### config.mk
export PLATFORM = sky130hd
export DESIGN_NAME = i2c_temp_target
export DESIGN_NICKNAME = d
export VERILOG_FILES = /design/src/rtl/i2c_temp_target.sv
export SDC_FILE = /design/constraint.sdc
export NUM_CORES = 1
export LEC_CHECK = 0
export BUFFER_PORTS_ARGS = -buffer_cell sky130_fd_sc_hd__clkbuf_2
export CORE_MARGIN = 4
export CORE_UTILIZATION = 63
export DETAILED_ROUTE_END_ITERATION = 12
export GPL_TIMING_DRIVEN = 0
export HOLD_SLACK_MARGIN = 0.02
export PLACE_DENSITY = 0.86
export SYNTH_ARGS = -nofsm -noshare
export SYNTH_HDL_FRONTEND = slang
export SYNTH_SLANG_ARGS = --single-unit
### constraint.sdc
create_clock -name clk -period 3.9 [get_ports clk]
set_input_delay 0.78 -clock clk [delete_from_list [all_inputs] [get_ports clk]]
set_output_delay 0.78 -clock clk [all_outputs]
set_load 0.02 [all_outputs]
### src/rtl/i2c_temp_target.sv
// i2c_temp_target: I2C target that serves a temperature register and a config register to an external master
module i2c_temp_target #(
  parameter logic [6:0] DEV_ADDR = 7'h4B,
  parameter int         HOLD_CYC = 8,
  parameter logic [7:0] CFG_RST  = 8'h00
) (
  input  logic       clk,
  input  logic       rst,
  input  logic       scl_i,
  input  logic       sda_i,
  output logic       sda_oe,
  input  logic [7:0] temp_c,
  input  logic [3:0] temp_frac,
  output logic [7:0] cfg_reg,
  output logic       busy,
  output logic       rd_done
);
  typedef enum logic [3:0] {IDLE, ADDR, ADDR_ACK, RX, RX_ACK, TX, TX_ACK, WAIT_STOP, IGNORE} state_t;
  localparam logic [7:0] HC = 8'(HOLD_CYC);
  state_t      state;
  logic [2:0]  scl_q, sda_q;
  logic [2:0]  cnt;
  logic [7:0]  sh, hcnt;
  logic [11:0] hold;
  logic        ptr, first, lsb;
  logic        scl_rise, scl_fall, start_c, stop_c, sda_s, upd;
  logic [7:0]  rx_byte;
  always_ff @(posedge clk or negedge rst)
    if (!rst) begin
      scl_q <= '1;
      sda_q <= '1;
    end else begin
      scl_q <= {scl_q[1:0], scl_i};
      sda_q <= {sda_q[1:0], sda_i};
    end
  assign scl_rise = scl_q[1] & ~scl_q[2];
  assign scl_fall = ~scl_q[1] & scl_q[2];
  assign start_c  = scl_q[1] & scl_q[2] & ~sda_q[1] & sda_q[2];
  assign stop_c   = scl_q[1] & scl_q[2] & sda_q[1] & ~sda_q[2];
  assign sda_s    = sda_q[1];
  assign upd      = hcnt == 8'd1;
  assign rx_byte  = {sh[6:0], sda_s};
  always_ff @(posedge clk or negedge rst)
    if (!rst) begin
      state   <= IDLE;
      sda_oe  <= 1'b0;
      busy    <= 1'b0;
      rd_done <= 1'b0;
      cfg_reg <= CFG_RST;
      ptr     <= 1'b0;
      cnt     <= '0;
      sh      <= '0;
      hold    <= '0;
      hcnt    <= '0;
      first   <= 1'b0;
      lsb     <= 1'b0;
    end else begin
      rd_done <= 1'b0;
      hcnt    <= scl_fall ? HC : (hcnt != 8'd0 ? hcnt - 8'd1 : hcnt);
      if (upd) sda_oe <= (state == ADDR_ACK) | (state == RX_ACK) | ((state == TX) & ~sh[7]);
      if (stop_c) begin
        state  <= IDLE;
        busy   <= 1'b0;
        sda_oe <= 1'b0;
      end else if (start_c) begin
        state <= ADDR;
        busy  <= 1'b1;
        cnt   <= '0;
      end else if (scl_rise) begin
        cnt <= cnt + 3'd1;
        case (state)
          ADDR: begin
            sh <= rx_byte;
            if (cnt == 3'd7) state <= (rx_byte[7:1] == DEV_ADDR) ? ADDR_ACK : IGNORE;
          end
          ADDR_ACK: begin
            cnt   <= '0;
            first <= 1'b1;
            lsb   <= 1'b0;
            if (sh[0]) begin
              hold  <= {temp_c, temp_frac};
              sh    <= ptr ? cfg_reg : temp_c;
              state <= TX;
            end else state <= RX;
          end
          RX: begin
            sh <= rx_byte;
            if (cnt == 3'd7) begin
              state <= RX_ACK;
              first <= 1'b0;
              if (first) ptr <= rx_byte[0];
              else if (ptr) cfg_reg <= rx_byte;
            end
          end
          RX_ACK: begin
            cnt   <= '0;
            state <= RX;
          end
          TX: begin
            sh <= {sh[6:0], 1'b0};
            if (cnt == 3'd7) state <= TX_ACK;
          end
          TX_ACK: begin
            cnt <= '0;
            if (sda_s) state <= WAIT_STOP;
            else begin
              state <= TX;
              if (ptr) sh <= cfg_reg;
              else begin
                rd_done <= ~lsb;
                sh      <= lsb ? hold[11:4] : {hold[3:0], 4'h0};
                lsb     <= ~lsb;
              end
            end
          end
          default: ;
        endcase
      end
    end
endmodule
==> out/qor.txt, run 1 <==
Max Root-Sink Buffers -> 2
Data required, critical path -> 4.08 ns
hold crit path type -> register to register
f_max -> 0.459 GHz
Power Dens Cells -> 436 nW/um^2
Critical R2R Capture -> cfg_reg[4]$_DFFE_PN0P_
Synth top area share -> 41.6%
gpl congestion -> 0.899
Primary FF master, synth -> dfrtp_1
Antenna Cells -> 0
critical path class -> register to register
Layout area overhead -> 10.9%
Worst slew margin -> 57.4%
Post-route DRC -> 0
TritonCTS clock tree -> done
hpwl dp -> 3.99 mm
dpl cells -> 327
initial antenna violation count -> 0
reg2reg path depth -> 5
DRT Pass-1 Iters -> 4
largest net degree at the start of global routing -> 56
CP Capture Point -> cfg_reg[4]$_DFFE_PN0P_
RSZ-0062 raised after global routing -> false
Sink Count -> 55
Min Hold Slack -> 0.360 ns
Post-synth EDFFs -> 0
WL final -> 5.64 mm
Final ANT Viol Nets -> 0
CP Capture Type -> register
CTS-repair resized insts -> 0
Final Hold Fails -> 0
Non-Filler Instances -> 336
sequential share of the synthesized area -> 46.9%
IO Count -> 27
Mapped Nets -> 269
Total GRT Usage -> 20.5%
syn avg cell area -> 11.8 sq um
VDD IR max -> 0.300 mV
initial core utilization -> 66.4%
Setup violations, final -> 0
Slew @ Worst Pin -> 0.636 ns
cts hold-fix bufs -> 0
max reg flops -> 12
Sum Neg Setup Slack -> 0 ns
Lkg Pwr -> 1.43 nW
FF+latch count, synth -> 55
IO Port Bufs -> 26
clk root buf -> clkbuf_8
Biggest register -> hold
Routed WL per cell -> 16.8 um
Async S/R FF share, synth -> 100%
routed vias/inst -> 6.16
CP startpoint kind -> register
first-pass GRT wire length -> 9.93 mm
count leader, synth -> dfrtp_1
total number of vias -> 2071
Crit. Startpoint -> scl_q[1]$_DFF_PN1_
first-iteration detailed-routing DRC count -> 105
die boundary width -> 76.4 um
critical-path cell list -> buf_4, nor2b_1, nand4_2, nor3b_4, mux2_2
Max Cap Viol -> 0
top cells by area, synth -> dfrtp_1 42%, mux2_2 8.4%, dfstp_2 5.3%, mux2_4 5.1%, mux2i_1 5.1%
clock-pin slew of the registers on the worst-case setup and hold paths -> 0.09 ns
most frequent cells after synthesis -> 49 x dfrtp_1, 22 x mux2_2, 15 x mux2i_1
DIE AREA -> 5840 sq um
die height -> 76.4 um
YS warnings -> 0
vias in the first global route -> 2082
leading area contributor after synthesis -> dfrtp_1
fin crit period -> 2.18 ns
Final Cycle Share -> 55.9%
H-tree Lvls -> 2
Post-CTS Setup Repair Bufs -> 0
Cell Rows -> 24
synth unique cells -> 61
final slew viol count -> 0
Layout Nets -> 303
CP max stage delay -> 0.54 ns
share of cells above drive strength 1 -> 32.7%
slowest CP cell -> dfstp_2
Max FO, Critical Path -> 9
outcome -> finished, final reports clean
CTS buffer count -> 5
worst path arrival time -> 2.36 ns
GRT overflow -> 0
r2r startpoint -> scl_q[1]$_DFF_PN1_
Core Region -> 4440 sq um
cell count after synthesis -> 249
Skew-Pair Late Insertion Delay -> 0.30 ns
Synth Cell Area -> 2950 sq um
R2R setup slack -> 1.72 ns
Post-Route Skew -> 0.00529 ns
[logic make-up after synthesis]
group	share of synthesized area, %
adder cells (fa/ha/maj)	1.70
AO/OA/AOI/OAI	11.9
multiplexers	19.3
buffers and inverters	3.61
XOR/XNOR	1.19
flip-flops	46.9
AND/OR/NAND/NOR	15.3
[stage by stage]
stage	util [%]	setup WS, ns	total power [W]	area, sq um
floorplan	-	2.03	0.000981	2950
finish	73.6	1.72	0.00143	3270
CTS	73.1	1.73	0.00143	3250
detailed placement	70.7	1.74	0.00107	3140
global placement	70.7	1.76	0.00105	3140
global route	73.6	1.62	0.00152	3270
[critical path: cells and delay by family, from the launching register on]
| kind | cells | cell delay, ns |
|---|---|---|
| buf+inv | 1 | 0.14 |
| simple gates | 3 | 1.00 |
| flops | 1 | 0.54 |
| mux | 1 | 0.40 |
[layer usage]
metal	routed length (um)	track usage, %	up-vias
li1	-	-	995
met1	2650	29.1	1027
met2	2710	32.4	44
met3	255	4.37	5
met4	35	4.71	0
met5	0	0	-
[worst min path at each step]
stage                     slack, ns                from  cells past startpoint                 end
after detailed placement       0.35  sda_q[0]$_DFF_PN1_                      0  sda_q[1]$_DFF_PN1_
final                          0.36  sda_q[0]$_DFF_PN1_                      0  sda_q[1]$_DFF_PN1_
after CTS                      0.36  sda_q[0]$_DFF_PN1_                      0  sda_q[1]$_DFF_PN1_
after global placement         0.35  scl_q[0]$_DFF_PN1_                      0  scl_q[1]$_DFF_PN1_
after floorplan                0.35  scl_q[0]$_DFF_PN1_                      0  scl_q[1]$_DFF_PN1_
after global routing           0.37  sda_q[0]$_DFF_PN1_                      0  sda_q[1]$_DFF_PN1_
[power by group]
part	switching, W	internal (W)	total, W
Sequential	0.0000941	0.000661	0.000755
Combinational	0.000152	0.000160	0.000312
Clock	0.000168	0.000192	0.000360
[cells in the final DEF, fill, tap and decap left out, types with 3 or more instances in the layout]
master     n
dfrtp_1   49
clkbuf_2  25
mux2_2    22
mux2i_1   15
nor2_1    12
nand3_1   12
nand2_1   10
mux2_4    10
buf_2      8
o221ai_1   7
a21oi_1    6
dfstp_2    6
inv_1      5
clkbuf_1   5
clkbuf_8   5
nor2b_1    4
a211oi_1   4
nand2b_1   4
o21ai_0    4
a22oi_1    4
ha_1       4
nor3_1     3
nor3b_1    3
xnor2_1    3
o21a_1     3
[area by class of cell]
type	instances	area, sq um
multi-input combinational	174	1460
sequential	55	1380
fill	326	1170
timing repair buffer	27	150
buffer	15	87.6
clock buffer	7	76.3
tap	52	65.1
clock inverter	1	30.0
inverter	5	18.8
Power figures use the tool's default switching activity.
==> run 2: changes to the inputs <==
- CORE_UTILIZATION: 63 -> 53
- PLACE_DENSITY: 0.86 -> 0.77
- clock period: 3.9 -> 1.87 ns (I/O delays scaled with it)
==> out/qor.txt, run 2 (same netlist as run 1, synthesis figures left out) <==
IO Port Bufs -> 26
first-pass GRT wire length -> 10.6 mm
most frequent cells in the layout -> 49 x dfrtp_1, 27 x clkbuf_2, 18 x mux2_4, 16 x mux2_2, 15 x mux2i_1
Core Region -> 5240 sq um
Data required, critical path -> 2.07 ns
worst slack, placed -> -0.259 ns
DRT Pass-1 Iters -> 4
clock share of power -> 23.9%
placed instance area -> 3190 sq um
hold crit path type -> input pin to async pin
Final Cycle Share -> 104%
fin crit period -> 1.94 ns
CP max stage delay -> 0.56 ns
worst path arrival time -> 2.13 ns
initial core utilization -> 56.3%
register cell area after layout -> 1380 sq um
multi-input logic area -> 1540 sq um
Cell Rows -> 26
VDD IR max -> 0.816 mV
IO Count -> 27
final slew viol count -> 0
clock-pin slew of the registers on the worst-case setup and hold paths -> 0.10 ns
gpl congestion -> 0.872
Switching Fraction -> 31.0%
initial antenna violation count -> 0
hpwl dp -> 4.45 mm
critical-path cell list -> buf_6, or3b_4, nor3_4, nand2_2, buf_12, mux2_4
routed vias/inst -> 5.90
outcome -> finished with violations
die boundary width -> 82.6 um
switching pwr -> 0.000944 W
Buf/Inv on CP -> 2
Post-Route Skew -> 0.00861 ns
slowest CP cell -> dfstp_2
power share of the combinational group -> 23.7%
Reg power frac -> 52.5%
Skew-Pair Late Insertion Delay -> 0.31 ns
GRT overflow -> 0
Layout area overhead -> 18.9%
clk root buf -> clkbuf_8
Max Root-Sink Buffers -> 2
Max Cap Viol -> 0
Routed WL per cell -> 17.8 um
share of cells above drive strength 1 -> 39.6%
Max FO, Critical Path -> 10
CP Capture Type -> register
Final ANT Viol Nets -> 0
CP top delay family -> simple AND/OR/NAND/NOR gates
Setup violations, final -> 17
Lkg Pwr -> 1.54 nW
DIE AREA -> 6820 sq um
total number of vias -> 2172
Antenna Cells -> 0
max reg flops -> 12
commonest non-fill, non-tap cell in the layout -> dfrtp_1
vias in the first global route -> 2171
Layout Nets -> 317
CTS buffer count -> 5
critical path class -> register to register
CP startpoint kind -> register
first-iteration detailed-routing DRC count -> 109
Worst slew margin -> 46.1%
Biggest register -> hold
Final Instance Area -> 3510 sq um
failing checks -> negative setup slack
Power Dens Cells -> 867 nW/um^2
largest net degree at the start of global routing -> 32
H-tree Lvls -> 2
TritonCTS clock tree -> done
RSZ-0062 raised after global routing -> true
Slew @ Worst Pin -> 0.808 ns
Sink Count -> 55
f_max -> 0.517 GHz
cts hold-fix bufs -> 0
# fillers -> 394
Setup WS post-layout -> -0.0658 ns
die height -> 82.6 um
WL final -> 6.56 mm
Post-route DRC -> 0
Final Hold Fails -> 0
Total GRT Usage -> 20.7%
Power Internal -> 0.00210 W
## run 2: worst paths after layout
kind / start / endpoint / slack, ns / depth (start not counted)
min reg2reg: scl_q[0]$_DFF_PN1_ / scl_q[1]$_DFF_PN1_ / 0.37 / 0
min: rst / hold[8]$_DFFE_PN0P_ / 0.14 / 1
min in group clk: scl_i / scl_q[0]$_DFF_PN1_ / 0.14 / 1
max: scl_q[1]$_DFF_PN1_ / hold[5]$_DFFE_PN0P_ / -0.07 / 6
max reg2reg: scl_q[1]$_DFF_PN1_ / hold[5]$_DFFE_PN0P_ / -0.07 / 6
max in group asynchronous: rst / state[2]$_DFFE_PN0P_ / 1.13 / 2
## run 2: final cells by class
class,count,area share [%]
well taps,70,2.50
clock buffers,7,2.75
inverters,5,0.535
plain buffers,14,2.75
multi-input cells,174,43.8
repair buffers,42,7.96
flip-flops and latches,55,39.5
clock inverters,1,0.214
## run 2: power groups by stage
stage | clock, W | combinational, W | sequential, W
2_1_floorplan | 0 | 0.000508 | 0.00154
3_3_place_gp | 0 | 0.000620 | 0.00158
3_5_place_dp | 0 | 0.000656 | 0.00159
4_1_cts | 0.000736 | 0.000676 | 0.00157
5_1_grt | 0.000805 | 0.000814 | 0.00162
6_report | 0.000726 | 0.000720 | 0.00160
## run 2: timing repair
item                       CTS  global route
setup endpoints to repair   23            35
pin swaps                    3             4
buffers inserted             9             6
hold endpoints to repair     0             0
resized for setup            4            19
## run 2: metal layers
layer	up-vias	track usage, %	routed length (um)
met4	0	8.50	106
met5	-	0	0
met2	45	31.9	3200
li1	1025	-	-
met3	10	4.23	296
met1	1092	28.5	2950
## run 2: through the flow
stage               hold slack [ns]  TNS [ns]  total power, W  instances  util (%)
floorplan                    0.0784         0         0.00205        249         -
global placement              0.346     -2.40         0.00220        345      60.5
detailed placement            0.351     -3.11         0.00225        346      60.9
CTS                           0.133    -0.534         0.00298        363      64.8
global route                  0.116     -1.79         0.00324        368      67.0
finish                        0.138    -0.664         0.00304        368      67.0
==> run 3: changes to the inputs <==
- HOLD_SLACK_MARGIN: 0.02 -> 0.03
- PLACE_DENSITY: 0.77 -> 0.75
==> out/qor.txt, run 3 (same netlist as run 1, synthesis figures left out) <==
largest net degree at the start of global routing -> 56
Final Hold Fails -> 0
r2r startpoint -> scl_q[1]$_DFF_PN1_
H-tree Lvls -> 2
CP max stage delay -> 0.54 ns
Worst slew margin -> 64.2%
Post-Route Skew -> 0.00873 ns
die boundary width -> 82.6 um
hpwl dp -> 4.25 mm
CP Capture Type -> register
first-pass GRT wire length -> 9.80 mm
CP top delay family -> simple AND/OR/NAND/NOR gates
Layout Nets -> 314
VDD IR max -> 0.625 mV
Final Cycle Share -> 102%
Max Root-Sink Buffers -> 2
outcome -> finished with violations
DIE AREA -> 6820 sq um
initial antenna violation count -> 0
Lkg Pwr -> 1.52 nW
min-delay src -> sda_i
critical path class -> register to register
switching pwr -> 0.000902 W
CP startpoint kind -> register
Antenna Cells -> 0
Core Region -> 5240 sq um
Slew @ Worst Pin -> 0.536 ns
Skew-Pair Late Insertion Delay -> 0.31 ns
slowest CP cell -> dfstp_2
Max Cap Viol -> 0
IO Count -> 27
Buf/Inv on CP -> 2
TritonCTS clock tree -> done
WL final -> 6.26 mm
gpl congestion -> 0.812
GRT overflow -> 0
Post-route DRC -> 0
clock share of power -> 22.4%
IO Port Bufs -> 26
Switching Fraction -> 30.8%
Reg power frac -> 53.9%
hold crit path type -> input pin to register
clock-pin slew of the registers on the worst-case setup and hold paths -> 0.09 ns
Core Util, Final -> 66.2%
most frequent cells in the layout -> 49 x dfrtp_1, 25 x clkbuf_2, 18 x mux2_4, 15 x mux2_2, 15 x mux2i_1
Power Dens Cells -> 846 nW/um^2
R2R setup slack -> -0.03 ns
max reg flops -> 12
Data required, critical path -> 2.07 ns
Cell Rows -> 26
Setup WS post-layout -> -0.0347 ns
Biggest register -> hold
vias in the first global route -> 2070
share of cells above drive strength 1 -> 37.8%
CTS buffer count -> 5
Sink Count -> 55
first-iteration detailed-routing DRC count -> 111
DRT Pass-1 Iters -> 4
worst path arrival time -> 2.10 ns
clk root buf -> clkbuf_8
final slew viol count -> 0
critical-path cell list -> buf_6, or3b_4, nor3_4, nand2_2, buf_12, mux2_4
Min Hold Slack -> 0.144 ns
Layout area overhead -> 17.6%
Power Internal -> 0.00203 W
failing checks -> negative setup slack
commonest non-fill, non-tap cell in the layout -> dfrtp_1
power share of the combinational group -> 23.7%
RSZ-0062 raised after global routing -> true
Setup violations, final -> 10
Final ANT Viol Nets -> 0
initial core utilization -> 56.3%
Crit. Startpoint -> scl_q[1]$_DFF_PN1_
routed vias/inst -> 5.88
Max FO, Critical Path -> 10
fin crit period -> 1.90 ns
Tot Pwr -> 0.00293 W
die height -> 82.6 um
f_max -> 0.525 GHz
total number of vias -> 2140
Total GRT Usage -> 18.7%
# fillers -> 408
Routed WL per cell -> 17.2 um
worst slack, placed -> -0.233 ns
Sum Neg Setup Slack -> -0.293 ns
-- run 3: worst register-to-register path: stages (launching register included) --
cell and delay, ns:
dfstp_2 0.54, buf_6 0.11, or3b_4 0.41, nor3_4 0.18, nand2_2 0.10, buf_12 0.16, mux2_4 0.30
-- run 3: final timing paths --
kind	endpoint	cells past startpoint
max in group asynchronous	scl_q[2]$_DFF_PN1_	3
min in group asynchronous	rd_done$_DFF_PN0_	2
hold reg to reg	sda_q[1]$_DFF_PN1_	0
hold / removal	sda_q[0]$_DFF_PN1_	1
setup / recovery	hold[4]$_DFFE_PN0P_	6
setup reg to reg	hold[4]$_DFFE_PN0P_	6
-- run 3: repair_timing --
action                     CTS  global route
setup endpoints to repair   27            36
hold buffers                 0             1
hold endpoints to repair     0            12
setup buffers                5             7
resized for setup            4            15
pin swaps                    3             6
-- run 3: power by group through the flow --
stage	clock network, W	logic [W]	registers [W]
after floorplan	0	0.000508	0.00154
after global placement	0	0.000624	0.00158
after detailed placement	0	0.000649	0.00159
after CTS	0.000682	0.000657	0.00157
after global routing	0.000722	0.000781	0.00162
final	0.000657	0.000695	0.00158
-- run 3: cell type report --
cell class                      count  area [sq um]  area share (%)
Inverter                            5          18.8           0.541
Clock buffer                        6          82.6            2.38
Sequential cell                    55          1380            39.9
Timing Repair Buffer               40           263            7.58
Tap cell                           70          87.6            2.53
Multi-Input combinational cell    174          1540            44.3
Clock inverter                      1          5.00           0.144
Buffer                             13          91.3            2.63
-- run 3: layer usage --
metal / part of all wire [%] / track usage [%] / vias to the layer above
met4: 0.78 / 5.39 / 0
met5: 0 / 0 / -
met3: 3.8 / 3.15 / 5
met2: 48 / 29.8 / 38
li1: - / - / 1025
met1: 48 / 26.2 / 1072
-- run 3: metrics by stage --
| stage | cell area, sq um | instances |
|---|---|---|
| after floorplan | 2950 | 249 |
| after global placement | 3170 | 345 |
| after detailed placement | 3170 | 345 |
| after CTS | 3320 | 357 |
| after global routing | 3470 | 364 |
| final | 3470 | 364 |
